File: src/rtl/tft_pwm_pkg.sv
// Shared types and defaults for the multi-channel backlight PWM dimmer.
package tft_pwm_pkg;

   typedef enum logic [0:0] {
      ST_IDLE = 1'b0,
      ST_RAMP = 1'b1
   } ramp_state_e;

   localparam int DEF_CH          = 1;
   localparam int DEF_RES_W       = 4;
   localparam int DEF_PRESC_W     = 15;
   localparam int DEF_PRESC_DIV   = 20000;
   localparam int DEF_STARTUP_CNT = 12288;
   localparam int DEF_RATE_W      = 8;

   // Low bit of channel ch's slice inside a packed per-channel duty bus.
   function automatic int duty_lo(input int ch, input int res_w);
      return ch * res_w;
   endfunction

endpackage

File: src/rtl/tft_pwm_channel.sv
// One PWM channel: target capture, soft-fade ramp FSM and registered compare output.
module tft_pwm_channel
   import tft_pwm_pkg::*;
#(
   parameter int RES_W  = DEF_RES_W,
   parameter int RATE_W = DEF_RATE_W
) (
   input  logic              clk,
   input  logic              nrst,
   input  logic              ready,
   input  logic              boundary,
   input  logic [RES_W-1:0]  phase,
   input  logic              load,
   input  logic [RES_W-1:0]  load_duty,
   input  logic [RATE_W-1:0] ramp_rate,
   output logic              pwm_out,
   output logic [RES_W-1:0]  cur_duty,
   output logic              ramp_busy
);

   localparam logic [RES_W-1:0] DUTY_FULL = {RES_W{1'b1}};
   localparam logic [RES_W-1:0] DUTY_ZERO = {RES_W{1'b0}};

   ramp_state_e       state_r, state_nx_s;
   logic [RES_W-1:0]  target_r, target_nx_s;
   logic [RES_W-1:0]  cur_r, cur_nx_s;
   logic [RATE_W-1:0] cnt_r, cnt_nx_s;
   logic [RATE_W:0]   cnt_inc_s;
   logic              pwm_r, pwm_nx_s;
   logic              busy_s;

   // State and output registers.
   always_ff @(posedge clk or negedge nrst) begin
      if (!nrst) begin
         state_r  <= ST_IDLE;
         target_r <= DUTY_ZERO;
         cur_r    <= DUTY_ZERO;
         cnt_r    <= {RATE_W{1'b0}};
         pwm_r    <= 1'b0;
      end else begin
         state_r  <= state_nx_s;
         target_r <= target_nx_s;
         cur_r    <= cur_nx_s;
         cnt_r    <= cnt_nx_s;
         pwm_r    <= pwm_nx_s;
      end
   end

   // Next-state: a load always wins over a boundary step; steps only move toward the target.
   always_comb begin
      state_nx_s  = state_r;
      target_nx_s = target_r;
      cur_nx_s    = cur_r;
      cnt_nx_s    = cnt_r;
      cnt_inc_s   = {1'b0, cnt_r} + {{RATE_W{1'b0}}, 1'b1};
      if (load) begin
         target_nx_s = load_duty;
         cnt_nx_s    = {RATE_W{1'b0}};
         state_nx_s  = (load_duty != cur_r) ? ST_RAMP : ST_IDLE;
      end else if (boundary && (state_r == ST_RAMP)) begin
         if (ramp_rate == {RATE_W{1'b0}}) begin
            cur_nx_s   = target_r;
            cnt_nx_s   = {RATE_W{1'b0}};
            state_nx_s = ST_IDLE;
         end else if (cnt_inc_s >= {1'b0, ramp_rate}) begin
            cnt_nx_s = {RATE_W{1'b0}};
            if (target_r > cur_r) begin
               cur_nx_s = cur_r + {{(RES_W-1){1'b0}}, 1'b1};
            end else begin
               cur_nx_s = cur_r - {{(RES_W-1){1'b0}}, 1'b1};
            end
            state_nx_s = (cur_nx_s == target_r) ? ST_IDLE : ST_RAMP;
         end else begin
            cnt_nx_s = cnt_inc_s[RATE_W-1:0];
         end
      end else begin
         state_nx_s = state_r;
      end
   end

   // Output decode: full scale is special-cased so the all-ones duty never drops at the last phase.
   always_comb begin
      pwm_nx_s = 1'b0;
      busy_s   = 1'b0;
      if (!ready) begin
         pwm_nx_s = 1'b0;
      end else if (cur_r == DUTY_FULL) begin
         pwm_nx_s = 1'b1;
      end else if (cur_r == DUTY_ZERO) begin
         pwm_nx_s = 1'b0;
      end else begin
         pwm_nx_s = (phase < cur_r);
      end
      case (state_r)
         ST_IDLE: busy_s = 1'b0;
         ST_RAMP: busy_s = 1'b1;
         default: busy_s = 1'b0;
      endcase
   end

   assign pwm_out   = pwm_r;
   assign cur_duty  = cur_r;
   assign ramp_busy = busy_s;

endmodule

File: src/rtl/tft_pwm_dimmer.sv
// Multi-channel backlight PWM: power-up delay, shared prescaler/phase timebase, per-channel ramps.
module tft_pwm_dimmer
   import tft_pwm_pkg::*;
#(
   parameter int CH          = DEF_CH,
   parameter int RES_W       = DEF_RES_W,
   parameter int PRESC_W     = DEF_PRESC_W,
   parameter int PRESC_DIV   = DEF_PRESC_DIV,
   parameter int STARTUP_CNT = DEF_STARTUP_CNT,
   parameter int RATE_W      = DEF_RATE_W
) (
   input  logic                clk,
   input  logic                nrst,
   input  logic [CH*RES_W-1:0] target_duty,
   input  logic [CH-1:0]       target_load,
   input  logic [RATE_W-1:0]   ramp_rate,
   output logic [CH-1:0]       pwm_out,
   output logic [CH*RES_W-1:0] cur_duty,
   output logic [CH-1:0]       ramp_busy,
   output logic                ready,
   output logic                period_tick
);

   localparam int                SU_W       = $clog2(STARTUP_CNT + 1);
   localparam logic [SU_W-1:0]   SU_LAST    = SU_W'(STARTUP_CNT - 1);
   localparam logic [PRESC_W-1:0] PRESC_LAST = PRESC_W'(PRESC_DIV - 1);
   localparam logic [RES_W-1:0]  PHASE_LAST = {RES_W{1'b1}};

   logic [SU_W-1:0]    su_cnt_r;
   logic               ready_r;
   logic [PRESC_W-1:0] presc_cnt_r;
   logic [RES_W-1:0]   phase_r;
   logic               period_tick_r;
   logic               presc_tick_s;
   logic               boundary_s;

   assign presc_tick_s = ready_r && (presc_cnt_r == PRESC_LAST);
   assign boundary_s   = presc_tick_s && (phase_r == PHASE_LAST);

   // Power-up delay; the counter freezes once ready is set.
   always_ff @(posedge clk or negedge nrst) begin
      if (!nrst) begin
         su_cnt_r <= {SU_W{1'b0}};
         ready_r  <= 1'b0;
      end else if (!ready_r) begin
         su_cnt_r <= su_cnt_r + SU_W'(1);
         ready_r  <= (su_cnt_r == SU_LAST);
      end else begin
         su_cnt_r <= su_cnt_r;
         ready_r  <= 1'b1;
      end
   end

   // Prescaler and phase timebase, held at zero until ready.
   always_ff @(posedge clk or negedge nrst) begin
      if (!nrst) begin
         presc_cnt_r   <= {PRESC_W{1'b0}};
         phase_r       <= {RES_W{1'b0}};
         period_tick_r <= 1'b0;
      end else if (!ready_r) begin
         presc_cnt_r   <= {PRESC_W{1'b0}};
         phase_r       <= {RES_W{1'b0}};
         period_tick_r <= 1'b0;
      end else begin
         presc_cnt_r   <= presc_tick_s ? {PRESC_W{1'b0}} : presc_cnt_r + PRESC_W'(1);
         phase_r       <= presc_tick_s ? phase_r + RES_W'(1) : phase_r;
         period_tick_r <= boundary_s;
      end
   end

   for (genvar gi = 0; gi < CH; gi++) begin : g_ch
      tft_pwm_channel #(
         .RES_W  (RES_W),
         .RATE_W (RATE_W)
      ) u_ch (
         .clk       (clk),
         .nrst      (nrst),
         .ready     (ready_r),
         .boundary  (boundary_s),
         .phase     (phase_r),
         .load      (target_load[gi]),
         .load_duty (target_duty[duty_lo(gi, RES_W) +: RES_W]),
         .ramp_rate (ramp_rate),
         .pwm_out   (pwm_out[gi]),
         .cur_duty  (cur_duty[duty_lo(gi, RES_W) +: RES_W]),
         .ramp_busy (ramp_busy[gi])
      );
   end

   assign ready       = ready_r;
   assign period_tick = period_tick_r;

endmodule
File: config.mk
export PLATFORM = sky130hd
export DESIGN_NAME = tft_pwm_dimmer
export DESIGN_NICKNAME = d
export VERILOG_FILES = /design/src/rtl/tft_pwm_pkg.sv /design/src/rtl/tft_pwm_channel.sv /design/src/rtl/tft_pwm_dimmer.sv
export SDC_FILE = /design/constraint.sdc
export NUM_CORES = 1
export LEC_CHECK = 0
export ABC_AREA = 0
export CAP_MARGIN = 25
export CORE_AREA = 3 3 84 86
export DETAILED_ROUTE_END_ITERATION = 10
export DIE_AREA = 0 0 87 89
export GPL_TIMING_DRIVEN = 0
export PLACE_DENSITY = 0.68
export RECOVER_POWER = 25
export SLEW_MARGIN = 10
export SYNTH_ARGS = -nofsm -noshare
export SYNTH_HDL_FRONTEND = slang
export SYNTH_HIERARCHICAL = 1
export SYNTH_SLANG_ARGS = --single-unit
export TNS_END_PERCENT = 50
File: constraint.sdc
create_clock -name clk -period 3.8 [get_ports clk]
set_input_delay 0.95 -clock clk [delete_from_list [all_inputs] [get_ports clk]]
set_output_delay 0.95 -clock clk [all_outputs]
set_load 0.02 [all_outputs]
### After elaboration in Yosys (flattened, before gate mapping)

Cells that the tools add are included.

| cells by class | value |
|---|---|
| $add $sub $neg | 6 |
| $lt $le $gt $ge | 3 |
| eq/ne operators | 7 |
| muxes and demuxes | 27 |
| bitwise gates (word level) | 2 |
| reduce and logical (&&, ||, !) cells | 10 |

Operators with widths:

| cell | count |
|---|---|
| two-way mux 4 bit | 9 |
| two-way mux 8 bit | 4 |
| two-way mux 15 bit | 2 |
| adder 15 x 1 -> 15 bit (second input constant) | 1 |
| == test 15 bit (second input constant) | 1 |
| adder 14 x 1 -> 14 bit (second input constant) | 1 |
| == test 14 bit (second input constant) | 1 |
| two-way mux 1 bit | 11 |
| adder 8 x 1 -> 9 bit (second input constant) | 1 |
| >= comparator 9 x 8 -> 1 bit | 1 |
| adder 4 x 1 -> 4 bit (second input constant) | 2 |
| == test 4 bit (second input constant) | 2 |
| zero test 8 bit | 1 |
| == test 4 bit | 1 |
| greater-than comparator 4 bit | 1 |
| zero test 4 bit | 1 |
| < comparator 4 bit | 1 |
| inequality test 4 bit | 1 |
| nonzero test 2 bit | 2 |
| subtractor 4 x 1 -> 4 bit (second input constant) | 1 |
| logical AND 1 bit | 3 |
| AND reduction 3 bit | 1 |
| nonzero test 3 bit | 1 |
| inequality test 2 x 1 -> 1 bit (second input constant) | 1 |
| 3 further kinds | 4 |

| storage, ports and cells | value |
|---|---|
| bits in registers | 53 |
| input bits | 15 |
| word-level logic and storage cells | 65 |

### Longest topological paths before layout

| depth | value |
|---|---|
| depth in word-level cells | 12 |
| depth in mapped cells | 13 |
| depth with buffers taken out | 12 |

### Modules after synthesis

The synthesis kept the hierarchy.

Modules (own cells, without submodules):

| module | times used | cells an instance | area an instance (um^2) | seq. area each (um^2) |
|---|---|---|---|---|
| tft_pwm_dimmer | 1 | 151 | 1,650.3 | 875.8 |
| tft_pwm_channel | 1 | 157 | 1,483.9 | 450.4 |

### Least setup slack after synthesis

No wires, ideal clock.

| timing path | value |
|---|---|
| kind | reg-to-reg |
| start point | register g_ch[0].u_ch.cur_r[3] |
| end point | register g_ch[0].u_ch.state_r |
| library setup time | 126 ps |
| arrival time | 2,640 ps |
| data required time | 3,674 ps |
| slack | 1,033 ps |
| cell stages (with the launch flop) | 14 |
| path buffers | 1 |
| cells stage by stage | dfrtp_1 > clkbuf_1 > inv_1 > ha_1 > a211oi_2 > o21ai_2 > o221ai_2 > inv_1 > fa_1 > xor2_1 > xnor2_1 > nor3_1 > a21oi_1 > a311o_1 |

| between the ends | value |
|---|---|
| longest elaborated chain between the ends | 12 |

Ends and longest elaborated chain:

| element | RTL line | text |
|---|---|---|
| start: declaration | tft_pwm_channel.sv:26 | `logic [RES_W-1:0] cur_r, cur_nx_s;` |
| start signal: assignment | tft_pwm_channel.sv:43 | `cur_r <= cur_nx_s;` |
| subtractor 4 x 1 -> 4 bit (tied with other cells) | tft_pwm_channel.sv:70 | `cur_nx_s = cur_r - {{(RES_W-1){1'b0}}, 1'b1};` |
| two-way mux 4 bit | tft_pwm_channel.sv:67 | `if (target_r > cur_r) begin` |
| two-way mux 4 bit | tft_pwm_channel.sv:65 | `end else if (cnt_inc_s >= {1'b0, ramp_rate}) begin` |
| two-way mux 4 bit | tft_pwm_channel.sv:61 | `if (ramp_rate == {RATE_W{1'b0}}) begin` |
| two-way mux 4 bit | tft_pwm_channel.sv:60 | `end else if (boundary && (state_r == ST_RAMP)) begin` |
| two-way mux 4 bit | tft_pwm_channel.sv:56 | `if (load) begin` |
| == test 4 bit | tft_pwm_channel.sv:72 | `state_nx_s = (cur_nx_s == target_r) ? ST_IDLE : ST_RAMP;` |
| two-way mux 1 bit | tft_pwm_channel.sv:72 |  |
| two-way mux 1 bit | tft_pwm_channel.sv:65 |  |
| two-way mux 1 bit | tft_pwm_channel.sv:61 |  |
| two-way mux 1 bit | tft_pwm_channel.sv:60 |  |
| two-way mux 1 bit * | tft_pwm_channel.sv:56 |  |
| end signal: assignment | tft_pwm_channel.sv:41 | `state_r <= state_nx_s;` |
| end: declaration | tft_pwm_channel.sv:24 | `ramp_state_e state_r, state_nx_s;` |

Every way passes the cells marked *; elsewhere a longest branch is shown, timed or not. The select of a mux whose other input is x is not followed.
A chain may end at the register's enable or synchronous reset.

### Worst setup path after layout

Ends and elaborated chain as after synthesis.

==> run metrics <==
most frequent cell after synthesis=dfrtp_1; Vias=2,264; vias in the first global route=about 2,300; share of cells above drive strength 1=10.4%; Max-cap violations=0; EDFF count, synth=0; family with the most delay on the worst path=compound AO/OA/AOI/OAI gates; DIE HEIGHT=roughly 89 um; peak supply drop=between 0.1 and 0.15 mV; static leakage=roughly 1.7 nW; mean post-synth cell area=10.2 um^2; Die X=roughly 87 um; cell accounting for the most synthesized area=dfrtp_1; final wirelength=~5700 um; initial core utilization=49.4%; register area share after synthesis=42.3%; Tightest Pin Transition=1.14 ns; crit path cell chain=clkbuf_1 > inv_1 > ha_1 > a211oi_2 > o21ai_2 > o221ai_2 > inv_1 > fa_1 > xor2_1 > xnor2_1 > nor3_1 > a21oi_1 > a311o_1; min cycle time layout=between 3 and 4 ns; Register Area=between 1000 and 1500 um^2; synthesized instance count=308; Stages on worst setup path=13; min-delay worst type=reg -> reg; antenna-violating nets left=0; CP arrival=approximately 3.2 ns; area of the multi-input gates=1680 um^2; TritonRoute pass-1 iters=4; GR Overflow Total=0; worst-path fanout max=6; Final Hold Violating Endpoints=0; synthesized flop and latch total=between 50 and 60; Max stage delay on crit path=approximately 0.38 ns; Synth-to-Final Area Change=14.0%; fin. max-slew vios=0; Yosys Warn Count=6; top cells by area, synth=dfrtp_1 (42%), ha_1 (8.4%), xnor2_1 (7.0%); antenna violations before repair=0; status=complete, no violations; TNS Setup=0 ns; htree depth=2; NumNets Final=374; R2R cell count=13; Worst Setup Start Kind=register; Iter 0 DRT Violations=72; Final Cell Area=3570 um^2; Final HPWL DP=4300 um; Ports=23; Root Buffer Master=clkbuf_8; Power per Cell Area=slightly below 300 nW/um^2; first-pass GRT wire length=~10,000 um; Fillers=about 550; Resize count post-CTS=0; pin count of the biggest net entering global routing=34; Relative slew margins=around 24%; Rows=29; CP Class=reg -> reg; crit path max-delay cell type=fa_1; post-synth top area share=between 40 and 50%; ratio of final minimum period to clock period=79.7%; Primary FF master, synth=dfrtp_1; Post CTS Setup Buffer Count=0; area post-placement=between 3000 and 4000 um^2; Sinks on Clock Net=53; CP endpoint kind=register; post-DR wirelength/cell=between 10 and 15 um; Syn Std Cell Area=roughly 3100 um^2; DIE AREA=slightly below 8000 um^2; hold path cells=1; critical path required time=4.00 ns; maximum clock insertion buffer count=2; Post-CTS Hold Buffers=0; RSZ-0062 raised after global routing=false; Via-to-Cell Ratio=roughly 5.5; Mapped Nets=~350; fmax=approximately 330 MHz; Worst-path clk slew=0.10 ns; CTS tree=yes; WP buf/inv=3; # setup viols final=0; Synth top cells by count=dfrtp_1 (53), nor2_1 (25), xnor2_1 (25); I/O Buffers=21; Most common cell on crit path=inv_1; ANT cells=0; library cells used by synthesis=52; Layout Skew=0.00922 ns; GPL Wtd Cong=about 0.78; Core Area=~6300 um^2; CTS Buf Count=5; Total GRT Usage=~17%; Post-synth ARST share=between 90% and 100%; Remaining DRCs=0; Worst-Skew Late Latency=around 0.30 ns
-- logic make-up (layout without fill, tap and decap cells) --
| logic type | Yosys count | count (layout) | synth area share [%] |
|---|---|---|---|
| compound gates | 45 | 45 | 10.7 |
| xor+xnor | 42 | 42 | 12.2 |
| fa+ha+maj | 22 | 22 | 9.02 |
| buf+inv | 27 | 57 | 3.95 |
| flops | 53 | 53 | 42.3 |
| mux | 6 | 6 | 2.04 |
| simple gates | 113 | 113 | 19.8 |
-- stage by stage --
stage	hold WS [ns]	total power, mW	worst slack (ns)	utilization (%)	std cells
after CTS	0.485	1.07	0.758	56.3	415
after floorplan	0.445	0.625	1.03	-	308
after global placement	0.461	0.660	0.193	54.2	406
after global routing	0.495	1.10	0.551	56.3	415
final	0.479	1.05	0.773	56.3	415
after detailed placement	0.466	0.664	0.707	54.4	407
-- cell type report --
| cell class | instances | area share (%) |
|---|---|---|
| timing repair buffer | 22 | 6.27 |
| buffer | 9 | 1.54 |
| tap | 77 | 2.70 |
| clock buffer | 6 | 2.31 |
| inverter | 18 | 1.89 |
| multi-input combinational | 228 | 47.1 |
| clock inverter | 2 | 1.05 |
| sequential | 53 | 37.1 |
-- registers in the layout (all words and copies together), names as in the netlist --
register and count:
period_tick 1, ready 1, g_ch.u_ch/state_r 1, g_ch.u_ch/pwm_out 1, su_cnt_r 14, presc_cnt_r 15
g_ch.u_ch/cnt_r 8, phase_r 4, g_ch.u_ch/cur_duty 4, g_ch.u_ch/target_r 4
-- per-layer routing --
metal | part of all wire (%) | global-route usage [%] | wire (um) | up-vias
met3 | 3.6 | 2.58 | 204 | 6
li1 | - | - | - | 1140
met2 | 47 | 29.0 | 2710 | 33
met1 | 48 | 21.8 | 2720 | 1085
met5 | 0 | 0 | 0 | -
met4 | 1.3 | 5.81 | 76 | 0
-- final timing paths --
| check | from | endpoint | slack [ns] |
|---|---|---|---|
| max in group asynchronous | nrst | g_ch[0].u_ch/cnt_r[0] | 2.22 |
| max | g_ch[0].u_ch/cur_duty[3] | g_ch[0].u_ch/state_r | 0.77 |
| min in group asynchronous | nrst | su_cnt_r[8] | 0.84 |
| max reg2reg | g_ch[0].u_ch/cur_duty[3] | g_ch[0].u_ch/state_r | 0.77 |
| min reg2reg | su_cnt_r[6] | su_cnt_r[6] | 0.48 |
| min | su_cnt_r[6] | su_cnt_r[6] | 0.48 |
-- layout by cell type (no fill, tap or decap), drive strengths merged, types with 10 or more instances in the layout --
cell,netlist,routed
inv,18,18
dfrtp,53,53
clkdlybuf4s50,0,20
xnor2,25,25
nand3,17,17
nand4,10,10
xor2,16,16
a21oi,12,12
ha,21,21
nor2,25,25
nand2,25,25
-- where the power goes --
part / total (mW) / internal [mW] / switching [mW]
clock network: 0.397 / 0.214 / 0.183
registers: 0.573 / 0.568 / 0.00508
logic: 0.0794 / 0.0374 / 0.0420
total: 1.05 / 0.820 / 0.230
Note: power is estimated with default switching activity, not from simulation.
